File: src/rtl/spi_pkg.sv
// Shared types and default widths for the SPI serial-clock engine.
package spi_pkg;

  localparam int unsigned DefDivW  = 8;
  localparam int unsigned DefBitsW = 5;

  typedef enum logic [1:0] {
    StIdle  = 2'd0,
    StRun   = 2'd1,
    StTrail = 2'd2
  } spi_state_e;

endpackage

File: src/rtl/spi_half_period_counter.sv
// Half-period counter: counts 0..i_div and wraps, raising o_wrap on the wrap cycle.
// A stall at terminal count holds the counter at i_div and suppresses the wrap.
module spi_half_period_counter
  import spi_pkg::*;
#(
  parameter int unsigned DIV_W = DefDivW
) (
  input  logic             i_clk,
  input  logic             i_reset,
  input  logic             i_clear,
  input  logic             i_en,
  input  logic             i_stall,
  input  logic [DIV_W-1:0] i_div,
  output logic             o_wrap
);

  logic [DIV_W-1:0] cnt_q, cnt_d;
  logic             at_end;

  assign at_end = (cnt_q == i_div);
  assign o_wrap = i_en & at_end & ~i_stall;

  always_comb begin
    cnt_d = cnt_q;
    if (i_clear) begin
      cnt_d = '0;
    end else if (i_en) begin
      if (at_end) begin
        cnt_d = i_stall ? cnt_q : '0;
      end else begin
        cnt_d = cnt_q + 1'b1;
      end
    end
  end

  always_ff @(posedge i_clk) begin
    if (i_reset) begin
      cnt_q <= '0;
    end else begin
      cnt_q <= cnt_d;
    end
  end

endmodule

File: src/rtl/spi_sclk_engine.sv
// SPI master SCLK engine: N SCLK cycles per start with CPOL/CPHA-aware edge strobes.
// Define SPI_SCLK_ENGINE_STALL_EN to add the i_stall edge-hold input.
module spi_sclk_engine
  import spi_pkg::*;
#(
  parameter int unsigned DIV_W  = DefDivW,
  parameter int unsigned BITS_W = DefBitsW
) (
  input  logic              i_clk,
  input  logic              i_reset,
  input  logic              i_cpol,
  input  logic              i_cpha,
  input  logic [DIV_W-1:0]  i_div,
  input  logic [BITS_W-1:0] i_nbits,
  input  logic              i_start,
`ifdef SPI_SCLK_ENGINE_STALL_EN
  input  logic              i_stall,
`endif
  output logic              o_busy,
  output logic              o_done,
  output logic              o_sclk,
  output logic              o_sclk_rise,
  output logic              o_sclk_fall,
  output logic              o_sample,
  output logic              o_setup,
  output logic [BITS_W-1:0] o_bit_idx
);

  // Two extra bits so that 2N = 2^(BITS_W+1) is representable.
  localparam int unsigned EdgeW = BITS_W + 2;

  spi_state_e        state_q, state_d;
  logic              cpol_q, cpol_d;
  logic              cpha_q, cpha_d;
  logic [DIV_W-1:0]  div_q, div_d;
  logic [BITS_W-1:0] nbits_q, nbits_d;
  logic [EdgeW-1:0]  edge_q, edge_d;
  logic              sclk_q, sclk_d;
  logic              rise_q, rise_d;
  logic              fall_q, fall_d;
  logic              sample_q, sample_d;
  logic              setup_q, setup_d;
  logic              done_q, done_d;
  logic [BITS_W-1:0] bit_idx_q, bit_idx_d;

  logic             wrap;
  logic             stall_run;
  logic [EdgeW-1:0] edge_num;
  logic [EdgeW-1:0] two_n;
  logic             leading;
  logic             last_edge;

`ifdef SPI_SCLK_ENGINE_STALL_EN
  assign stall_run = i_stall & (state_q == StRun);
`else
  assign stall_run = 1'b0;
`endif

  spi_half_period_counter #(
    .DIV_W (DIV_W)
  ) u_half_period_counter (
    .i_clk   (i_clk),
    .i_reset (i_reset),
    .i_clear (state_q == StIdle),
    .i_en    (state_q != StIdle),
    .i_stall (stall_run),
    .i_div   (div_q),
    .o_wrap  (wrap)
  );

  assign edge_num  = edge_q + 1'b1;
  assign two_n     = (EdgeW'(nbits_q) + EdgeW'(1)) << 1;
  assign leading   = edge_num[0];
  assign last_edge = (edge_num == two_n);

  always_comb begin
    state_d   = state_q;
    cpol_d    = cpol_q;
    cpha_d    = cpha_q;
    div_d     = div_q;
    nbits_d   = nbits_q;
    edge_d    = edge_q;
    sclk_d    = sclk_q;
    rise_d    = 1'b0;
    fall_d    = 1'b0;
    sample_d  = 1'b0;
    setup_d   = 1'b0;
    done_d    = 1'b0;
    bit_idx_d = bit_idx_q;

    if (sample_q && (bit_idx_q != nbits_q)) begin
      bit_idx_d = bit_idx_q + 1'b1;
    end

    unique case (state_q)
      StIdle: begin
        sclk_d = i_cpol;
        if (i_start) begin
          cpol_d    = i_cpol;
          cpha_d    = i_cpha;
          div_d     = i_div;
          nbits_d   = i_nbits;
          edge_d    = '0;
          bit_idx_d = '0;
          state_d   = StRun;
        end
      end
      StRun: begin
        if (wrap) begin
          sclk_d   = ~sclk_q;
          rise_d   = ~sclk_q;
          fall_d   = sclk_q;
          edge_d   = edge_num;
          // CPHA=0 skips setup on the final edge: the first bit was preloaded at start.
          sample_d = cpha_q ? ~leading : leading;
          setup_d  = cpha_q ? leading : (~leading & ~last_edge);
          if (last_edge) begin
            state_d = StTrail;
          end
        end
      end
      StTrail: begin
        if (wrap) begin
          done_d  = 1'b1;
          state_d = StIdle;
        end
      end
      default: state_d = StIdle;
    endcase
  end

  always_ff @(posedge i_clk) begin
    if (i_reset) begin
      state_q   <= StIdle;
      cpol_q    <= 1'b0;
      cpha_q    <= 1'b0;
      div_q     <= '0;
      nbits_q   <= '0;
      edge_q    <= '0;
      sclk_q    <= 1'b0;
      rise_q    <= 1'b0;
      fall_q    <= 1'b0;
      sample_q  <= 1'b0;
      setup_q   <= 1'b0;
      done_q    <= 1'b0;
      bit_idx_q <= '0;
    end else begin
      state_q   <= state_d;
      cpol_q    <= cpol_d;
      cpha_q    <= cpha_d;
      div_q     <= div_d;
      nbits_q   <= nbits_d;
      edge_q    <= edge_d;
      sclk_q    <= sclk_d;
      rise_q    <= rise_d;
      fall_q    <= fall_d;
      sample_q  <= sample_d;
      setup_q   <= setup_d;
      done_q    <= done_d;
      bit_idx_q <= bit_idx_d;
    end
  end

  assign o_busy      = (state_q != StIdle);
  assign o_done      = done_q;
  assign o_sclk      = sclk_q;
  assign o_sclk_rise = rise_q;
  assign o_sclk_fall = fall_q;
  assign o_sample    = sample_q;
  assign o_setup     = setup_q;
  assign o_bit_idx   = bit_idx_q;

endmodule

File: config.mk
export PLATFORM = sky130hd
export DESIGN_NAME = spi_sclk_engine
export DESIGN_NICKNAME = d
export VERILOG_FILES = /design/src/rtl/spi_pkg.sv /design/src/rtl/spi_half_period_counter.sv /design/src/rtl/spi_sclk_engine.sv
export SDC_FILE = /design/constraint.sdc
export NUM_CORES = 1
export LEC_CHECK = 0
export BUFFER_PORTS_ARGS = -buffer_cell sky130_fd_sc_hd__buf_2
export CORE_MARGIN = 5
export CORE_UTILIZATION = 44
export DETAILED_ROUTE_END_ITERATION = 10
export GPL_TIMING_DRIVEN = 0
export PLACE_DENSITY = 0.67
export SETUP_SLACK_MARGIN = 0.3
export SLEW_MARGIN = 5
export SYNTH_ARGS = -nofsm -noshare
export SYNTH_HDL_FRONTEND = slang
export SYNTH_SLANG_ARGS = --single-unit
File: constraint.sdc
create_clock -name i_clk -period 2.1 [get_ports i_clk]
set_input_delay 0.42 -clock i_clk [delete_from_list [all_inputs] [get_ports i_clk]]
set_output_delay 0.42 -clock i_clk [all_outputs]
set_load 0.1 [all_outputs]
==> key figures, run 1 <==
Place
  • Detailed placement HPWL: 2910 um
  • Placed cells: 313
  • Post-DP Area: 2220 sq um
  • Routability Congestion: 0.762
  • Port buffer count: 28

Yosys
  • Cell Area, Synth: 1980 sq um
  • Seq cells post-synth: 42
  • Syn avg cell area: 8.49 sq um
  • Net count after synthesis: 255
  • Mapped Cells: 233
  • Top-area cell type share of the netlist area: 42.5%
  • EDFF count, synth: 0
  • Main area contributors after synthesis: dfxtp_1 (43%), xor2_1 (11%), nand2_1 (8.3%)
  • Leading area contributor after synthesis: dfxtp_1
  • Asr flop ratio synth: 0%
  • Post-synth cell types: 33
  • Ys Warns: 0
  • Sequential share of the synthesized area: 42.5%
  • Leading register cell type out of synthesis: dfxtp_1

Timing
  • Unrepaired setup endpoints after global routing: true
  • Worst-margin pin slew: 0.561 ns
  • Crit share post-route: 83.4%
  • Max Slew Vio Count: 0
  • Final setup TNS: 0 ns
  • Finish-stage setup viols: 0
  • Min Clock Period, post-route: 1.75 ns
  • FMAX: 571 MHz
  • Final hold viol count: 0
  • Relative slew margins: 62.6%
  • Final Skew: 0.00461 ns

Floorplanning
  • Num ports: 30
  • Die area: 5940 sq um
  • Die width: 77.1 um
  • Rows: 24
  • Core Box Area: 4350 sq um
  • Die Y: 77.1 um
  • Starting Density: 45.4%

Clock tree
  • Clk buf depth: 2
  • Clock-pin slew on the worst setup and hold paths: 0.08 ns
  • TritonCTS Buffers: 5
  • CTS root buf: clkbuf_8
  • Worst-skew pair later-pin latency: 0.30 ns
  • H-tree Lvls: 2
  • Clock sinks: 42
  • CTS tree: yes

Setup path
  • Critical path startpoint category: flop
  • Crit. End Element: flop
  • Crit path kind: flop to flop
  • Req. time, crit path: 2.29 ns
  • Worst-path maximum fanout: 5
  • CP Data Arrival Time: 1.94 ns

Route
  • Vias per cell: 5.10
  • Final WL: 4190 um
  • Final ANT Viol Nets: 0
  • DR DRC count: 0
  • DRT iter0 DRCs: 85
  • Avg WL per Cell: 12.8 um
  • Pre-antenna DRT Iters: 4
  • Routed via count: 1672

Layout
  • Nets@finish: 297
  • Highest-count cells in the layout ignoring fill and taps: nand2_1 (43), buf_2 (29), nor2_1 (24), xor2_1 (22), dfxtp_1 (22)
  • Final instance area: 2480 sq um
  • Layout Cells excl Fill: 328
  • # diodes: 0
  • Area Overhead vs Synth: 25.5%
  • Share of cells above drive strength 1: 30.1%
  • Final core utilization: 57.0%
  • Leading cell type in the layout, fill and taps excluded: nand2_1

Run
  • Maxcap violations: 0

Global route
  • Overall routing resource usage: 14.4%
  • Global-route wire length before repair: 6960 um
  • Largest net degree at the start of global routing: 14
  • Initial antenna violation count: 0
  • Vias in the first global route: 1552
  • Total grt overflow: 0

Pwr
  • Pint: 1.15 mW
  • Clk pwr share: 31.6%
  • Peak VDD IR: 0.000370 V
  • P_sw: 0.456 mW
  • Static leakage: 1.03 nW
  • Part of the power in registers: 52.9%
  • Sw Share: 28.5%
  • Combinational power share: 15.5%
  • Pwr dens: 646 nW/um^2

Status
  • Status: finished clean

Worst hold path
  • HP Class: input pin to flop
[state kept, by name (all words and copies together) (netlist names), 2 cells and up]
signal and cells:
div_q 8, edge_q 7, nbits_q 5, o_bit_idx 5
state_q 2, u_half_period_counter.cnt_q 8
[routing by layer]
metal  GRT usage (%)  wire length [um]  vias to the layer above  part of all wire, %
met5               0                 0                        -                    0
met4            6.19                77                        0                  1.8
met3            4.10               220                        6                  5.3
met2            23.1              1920                       48                   46
met1            18.0              1970                      757                   47
li1                -                 -                      861                    -
[per-stage QoR]
step / hold WS [ns] / worst slack [ns] / total power [mW]
after floorplan: 0.448 / 0.236 / 1.03
after global placement: 0.458 / 0.240 / 1.08
after detailed placement: 0.461 / 0.241 / 1.09
after CTS: 0.351 / 0.286 / 1.59
after global routing: 0.353 / 0.245 / 1.68
final: 0.351 / 0.348 / 1.60
[repair_timing]
| action | CTS | global route |
|---|---|---|
| resized for setup | 4 | 32 |
| hold buffers | 0 | 0 |
| setup endpoints to repair | 3 | 11 |
| buffers inserted | 0 | 7 |
| pin swaps | 0 | 7 |
[power groups by stage]
stage	combinational, mW	sequential [mW]	clock, mW
after global routing	0.273	0.853	0.554
after global placement	0.218	0.867	0
after floorplan	0.139	0.892	0
final	0.248	0.849	0.506
after detailed placement	0.220	0.867	0
after CTS	0.223	0.849	0.522
[worst paths after layout]
kind | end | startpoint | slack, ns | cells after the start
max | state_q[0] | edge_q[2] | 0.35 | 6
min | div_q[1] | i_div[1] | 0.35 | 3
max reg2reg | state_q[0] | edge_q[2] | 0.35 | 6
min reg2reg | div_q[3] | div_q[3] | 0.47 | 2
[cells in the mapped netlist (2+ instances only)]
cell      number
a21oi_1       19
a31oi_1        3
and3_1         4
buf_2          2
clkbuf_1       6
dfxtp_1       42
ha_1           4
inv_1          3
mux2i_1        4
nand2_1       44
nand2b_1       2
nand3_1        7
nand3b_1       5
nand4_1        6
nor2_1        26
nor4_2         2
o21ai_0        3
o31a_1         2
xnor2_1       11
xor2_1        25
[area by class of cell]
class,instances,area (sq um)
Timing Repair Buffer,35,193
Clock inverter,1,7.51
Tap cell,52,65.1
Multi-Input combinational cell,180,1210
Inverter,3,15.0
Fill cell,412,1870
Clock buffer,7,76.3
Sequential cell,42,878
Buffer,8,40.0
[cells by family (layout without fill, tap and decap cells)]
logic type | count (synthesis) | in the layout | synth area share (%)
AND/OR/NAND/NOR | 105 | 105 | 25.8
AO/OA/AOI/OAI | 30 | 30 | 8.41
flip-flops | 42 | 42 | 42.5
multiplexers | 5 | 5 | 2.59
buffers and inverters | 11 | 54 | 2.21
XOR/XNOR | 36 | 36 | 15.9
adder cells (fa/ha/maj) | 4 | 4 | 2.53
[worst max-delay path, cell delays in order, from the launching register on]
cell and delay, ns:
dfxtp_4 0.38, and3_4 0.19, and3_4 0.21, xnor2_2 0.12, mux2i_1 0.22, nand4_1 0.18
o31a_1 0.34
No activity file was read; power rests on OpenSTA's default activity.
==> inputs of run 2 (changes only) <==
clock period = 1.8 ns   (was 2.1 ns; I/O delays follow)
==> run 2 against run 1 <==
  * Via count rose by 4.8%
  * Setup slack got worse by 0.28 ns
  * Wire length rose by 14%
  * Critical path type unchanged
  * Largest cell class unchanged
==> key figures, run 2 (synthesis gave the netlist of run 1 again) <==
Pwr
  • Pint: 1.54 mW
  • Part of the power in registers: 46.0%
  • Static leakage: 1.16 nW
  • P_sw: 0.599 mW
  • Sw Share: 28.0%
  • Peak VDD IR: 0.000486 V
  • Final Total Pwr: 2.13 mW
  • Clk pwr share: 35.6%
  • Combinational power share: 18.4%
  • Pwr dens: 770 nW/um^2

Clock tree
  • Worst-skew pair later-pin latency: 0.30 ns
  • Hold_buf cts: 0
  • H-tree Lvls: 2
  • Clk buf depth: 2
  • Clock sinks: 42
  • TritonCTS Buffers: 5
  • CTS tree: yes
  • CTS root buf: clkbuf_8
  • Clock-pin slew on the worst setup and hold paths: 0.08 ns

Route
  • Vias per cell: 5.10
  • Routed via count: 1753
  • Avg WL per Cell: 13.8 um
  • Wl on met1: 2100 um
  • Final WL: 4760 um
  • Routed wl met2: 2350 um
  • DR DRC count: 0
  • Top routing layer used: met4
  • Final ANT Viol Nets: 0
  • Metal3 WL: 211 um
  • Pre-antenna DRT Iters: 4
  • DRT iter0 DRCs: 136

Global route
  • Initial antenna violation count: 0
  • Largest net degree at the start of global routing: 15
  • Vias in the first global route: 1696
  • Overall routing resource usage: 16.0%
  • Total grt overflow: 0
  • Global-route wire length before repair: 7730 um

Timing
  • Crit share post-route: 96.5%
  • Final hold viol count: 0
  • Finish-stage setup viols: 0
  • Fin Hold WS: 0.279 ns
  • Worst-margin pin slew: 0.576 ns
  • Unrepaired setup endpoints after global routing: true
  • Min Clock Period, post-route: 1.74 ns
  • Max Slew Vio Count: 0
  • FMAX: 576 MHz
  • Relative slew margins: 61.6%
  • Final Skew: 0.00489 ns
  • Final setup TNS: 0 ns
  • Final Worst Setup Slack: 0.0636 ns

Floorplanning
  • Num ports: 30
  • Die Y: 77.1 um
  • Rows: 24
  • Starting Density: 45.4%
  • Core Box Area: 4350 sq um
  • Die area: 5940 sq um
  • Die width: 77.1 um

Setup path
  • R2r setup slk: 0.06 ns
  • Worst Setup SP: div_q[1]
  • Crit path kind: flop to flop
  • CP Data Arrival Time: 1.90 ns
  • Req. time, crit path: 1.97 ns
  • Critical path startpoint category: flop
  • Worst-path maximum fanout: 5
  • Reg2reg start: div_q[1]
  • R2R depth: 7
  • Crit. End Element: flop
  • Reg-to-reg critical path endpoint: edge_q[5]

Place
  • Port buffer count: 28
  • Detailed placement HPWL: 2970 um
  • Placement Setup Slack: 0.0567 ns
  • Routability Congestion: 0.770
  • Placed cells: 313

Layout
  • Area Overhead vs Synth: 40.2%
  • Top flop regs: div_q (8), u_half_period_counter.cnt_q (8), edge_q (7)
  • Fill cells: 361
  • Nets@finish: 313
  • Leading cell type in the layout, fill and taps excluded: nand2_1
  • # diodes: 0
  • Register area: 903 sq um
  • Highest-count cells in the layout ignoring fill and taps: nand2_1 (41), buf_2 (25), buf_4 (22), xor2_1 (21), nor2_1 (19)
  • Share of cells above drive strength 1: 41.4%
  • Layout Cells excl Fill: 344
  • Area of the multi-input gates: 1290 sq um

Status
  • Status: finished clean

Worst hold path
  • Min-delay src: i_nbits[1]
  • HP Class: input pin to flop
  • Hold endpoint: nbits_q[1]
  • Hold depth: 3

Run
  • Maxcap violations: 0
-- run 2: changes by cell type in the layout (fill, tap and decap cells not counted), sizes merged --
cell      previous run  this run
clkinv               0         1
clkinvlp             2         1
inv                  2         3
bufinv               0         1
buf                 37        51
-- run 2: power by group through the flow --
stage	logic [mW]	registers, mW	clock network, mW
after floorplan	0.169	1.04	0
after global placement	0.261	1.01	0
after detailed placement	0.264	1.01	0
after CTS	0.332	0.985	0.785
after global routing	0.425	0.987	0.826
final	0.393	0.982	0.759
-- run 2: cell type report --
| type | count | share of cell area, % |
|---|---|---|
| multi-input combinational | 180 | 46.5 |
| clock buffer | 5 | 2.48 |
| tap | 52 | 2.35 |
| clock inverter | 3 | 1.58 |
| sequential | 42 | 32.6 |
| timing repair buffer | 51 | 12.5 |
| buffer | 8 | 1.53 |
| inverter | 3 | 0.542 |
-- run 2: metal layers --
metal	vias up	track usage, %
met5	-	0
met4	0	7.04
met3	7	4.68
met2	35	25.0
met1	808	20.3
li1	903	-
-- run 2: how the worst max path moves through the flow --
stage	to
floorplan	u_half_period_counter.cnt_q[7]
global placement	o_setup
detailed placement	o_setup
CTS	state_q[0]
global route	edge_q[5]
finish	edge_q[5]
-- run 2: worst max-delay path, stage by stage, from the launching register on --
cell and delay, ns:
dfxtp_2 0.35, xor2_2 0.19, nor4_4 0.32, and4b_1 0.29, buf_4 0.14, nor2_4 0.04
o21ai_1 0.20, a21oi_2 0.08
-- run 2: repair_timing --
item / in CTS / in global routing
gates cloned: 0 / 0
pin swaps: 13 / 18
gates resized for setup: 19 / 42
setup endpoints to repair: 34 / 40
endpoints found under the hold margin: 0 / 0
setup buffers: 13 / 10
-- run 2: metrics by stage --
| stage | util [%] | instance area (sq um) |
|---|---|---|
| 3_3_place_gp | 52.5 | 2290 |
| 5_1_grt | 63.7 | 2770 |
| 4_1_cts | 58.6 | 2550 |
| 2_1_floorplan | - | 2080 |
| 3_5_place_dp | 52.5 | 2290 |
| 6_report | 63.7 | 2770 |
==> inputs of run 3 (changes only) <==
PLACE_DENSITY = not set   (was 0.67)
SYNTH_HIERARCHICAL = 1   (was not set)
==> run 3 against run 2 <==
  * The run now ends with negative setup slack left
  * Total power decreased by 9.8%
  * Sequential cell count unchanged
  * Via count grew 25%
  * Die area rose by 13%
  * Critical endpoint is now edge_q[6]
  * Highest routed layer unchanged
==> key figures, run 3 <==
Clock tree
  • TritonCTS Buffers: 5
  • CTS tree: yes
  • Clock sinks: 42
  • Worst-skew pair later-pin latency: 0.29 ns
  • CTS root buf: clkbuf_8
  • Clk buf depth: 2
  • Clock-pin slew on the worst setup and hold paths: 0.08 ns
  • H-tree Lvls: 2

Route
  • Routed via count: 2192
  • DRT iter0 DRCs: 141
  • DR DRC count: 0
  • Pre-antenna DRT Iters: 4
  • Vias per cell: 5.41
  • Final WL: 5940 um
  • Final ANT Viol Nets: 0
  • Avg WL per Cell: 14.7 um

Yosys
  • Seq cells post-synth: 42
  • Top-area cell type share of the netlist area: 37.1%
  • Cell Area, Synth: 2260 sq um
  • Synth Area in Compound Gates: 19.3%
  • Syn avg cell area: 8.24 sq um
  • Mapped Cells: 275
  • Net count after synthesis: 297
  • Mux contribution to synthesized area: 0.884%
  • Ys Warns: 6
  • Sequential share of the synthesized area: 37.1%
  • Asr flop ratio synth: 0%
  • Post-synth cell types: 52
  • Simple-gate share of the synthesized area: 25.0%
  • Commonest cells post-synth: nand2_1 (44), dfxtp_1 (42), a21oi_1 (23), nor2_1 (16), xor2_1 (13)
  • Leading area contributor after synthesis: dfxtp_1
  • EDFF count, synth: 0
  • Largest family of logic cells by synthesized area: simple AND/OR/NAND/NOR gates
  • Leading register cell type out of synthesis: dfxtp_1
  • Most common cell in the netlist: nand2_1
  • Post-synthesis adder-cell area fraction: 2.21%
  • Synth Area in XOR/XNOR: 11.0%
  • Main area contributors after synthesis: dfxtp_1 (37%), nand2_1 (7.3%), a21oi_1 (5.1%)

Global route
  • Global-route wire length before repair: 10200 um
  • Initial antenna violation count: 0
  • Overall routing resource usage: 19.8%
  • Total grt overflow: 0
  • Largest net degree at the start of global routing: 13
  • Vias in the first global route: 2184

Status
  • Failing checks: negative setup slack
  • Status: finished, violations left

Layout
  • Final instance area: 3010 sq um
  • Fill cells: 498
  • Share of cells above drive strength 1: 35.5%
  • Leading cell type in the layout, fill and taps excluded: nand2_1
  • # diodes: 0
  • Highest-count cells in the layout ignoring fill and taps: nand2_1 (43), dfxtp_1 (25), buf_2 (25), buf_4 (23), a21oi_1 (22)
  • Top flop regs: div_q (8), u_half_period_counter/cnt_q (8), edge_q (7)
  • Nets@finish: 356
  • Area Overhead vs Synth: 32.7%

Setup path
  • Worst-path maximum fanout: 3
  • Reg2reg start: div_q[4]
  • Req. time, crit path: 2.03 ns
  • Crit path largest cell delay: 0.54 ns
  • Critical path startpoint category: flop
  • Slowest-stage cell, CP: or4_4
  • Crit-path cells: xor2_1, or4_4, buf_8, nor4_4, nand2_2, or2_1, buf_6, or4_1, a21oi_1
  • Crit path kind: flop to flop
  • CP Data Arrival Time: 2.75 ns
  • Crit. End Element: flop
  • Worst Setup SP: div_q[4]

Pwr
  • P_sw: 0.575 mW
  • Sw Share: 29.9%
  • Peak VDD IR: 0.000427 V
  • Final Total Pwr: 1.93 mW
  • Static leakage: 1.20 nW
  • Part of the power in registers: 50.1%
  • Clk pwr share: 31.1%
  • Combinational power share: 18.8%
  • Pwr dens: 641 nW/um^2
  • Pint: 1.35 mW

Place
  • Routability Congestion: 0.831
  • Detailed placement HPWL: 3960 um
  • Port buffer count: 29
  • Placement Setup Slack: -0.913 ns
  • Post-DP Area: 2580 sq um

Worst hold path
  • Min-delay src: i_div[4]
  • HP Class: input pin to flop

Floorplanning
  • Num ports: 30
  • Die width: 81.7 um
  • Die area: 6680 sq um
  • Core Box Area: 5040 sq um
  • Starting Density: 44.9%
  • Die Y: 81.7 um
  • Rows: 26

Timing
  • Final hold viol count: 0
  • Fin Hold WS: 0.290 ns
  • Final Skew: 0.00393 ns
  • Min Clock Period, post-route: 2.52 ns
  • Finish-stage setup viols: 15
  • Max Slew Vio Count: 0
  • FMAX: 396 MHz
  • Unrepaired setup endpoints after global routing: true
  • Final Worst Setup Slack: -0.725 ns
  • Crit share post-route: 140%

Run
  • Maxcap violations: 0
-- run 3: stage by stage --
stage	utilization, %	setup TNS, ns	instances
after CTS	58.2	-7.71	403
after global routing	59.6	-9.88	405
after detailed placement	51.2	-9.95	374
after global placement	51.2	-10.16	374
after floorplan	-	-5.65	275
final	59.6	-8.10	405
-- run 3: final cells by class --
cell class              count  area (sq um)  share of cell area (%)
plain buffers              15           113                    3.75
clock buffers               6          72.6                    2.41
clock inverters             2          8.76                   0.291
inverters                   4          23.8                   0.791
multi-input cells         214          1460                    48.6
flip-flops and latches     42           885                    29.4
well taps                  70          87.6                    2.91
repair buffers             52           354                    11.8
-- run 3: layer usage --
| metal | routed length, um | global-route usage, % |
|---|---|---|
| met1 | 2820 | 26.1 |
| met2 | 2810 | 32.4 |
| met3 | 220 | 3.95 |
| met4 | 89 | 6.31 |
| met5 | 0 | 0 |
-- run 3: power groups by stage --
stage,clock [mW],combinational [mW],sequential [mW]
floorplan,0,0.202,1.00
global placement,0,0.286,0.991
detailed placement,0,0.289,0.992
CTS,0.619,0.342,0.965
global route,0.661,0.396,0.969
finish,0.599,0.361,0.965
-- run 3: logic make-up after synthesis --
kind of cell / Yosys count
mux: 2
flops: 42
simple gates: 114
xor+xnor: 26
compound gates: 67
buf+inv: 19
fa+ha+maj: 4
other cells: 1
-- run 3: repair_timing --
item,in CTS,in global routing
gates resized for setup,31,21
setup endpoints to repair,32,42
setup buffers,21,2
cloned,0,0
pin swaps,11,6
hold buffers,0,0
-- run 3: final timing paths --
path | to | cells after the start | slack, ns
setup / recovery | edge_q[6] | 9 | -0.72
hold / removal | div_q[4] | 3 | 0.29
setup reg to reg | edge_q[6] | 9 | -0.72
hold reg to reg | div_q[4] | 2 | 0.47
-- run 3: worst max-delay path: cells and delay by family (launching register included) --
family,cells,cell delay (ns)
AO/OA/AOI/OAI,1,0.16
XOR/XNOR,1,0.17
buffers and inverters,2,0.27
flip-flops,1,0.33
AND/OR/NAND/NOR,5,1.53
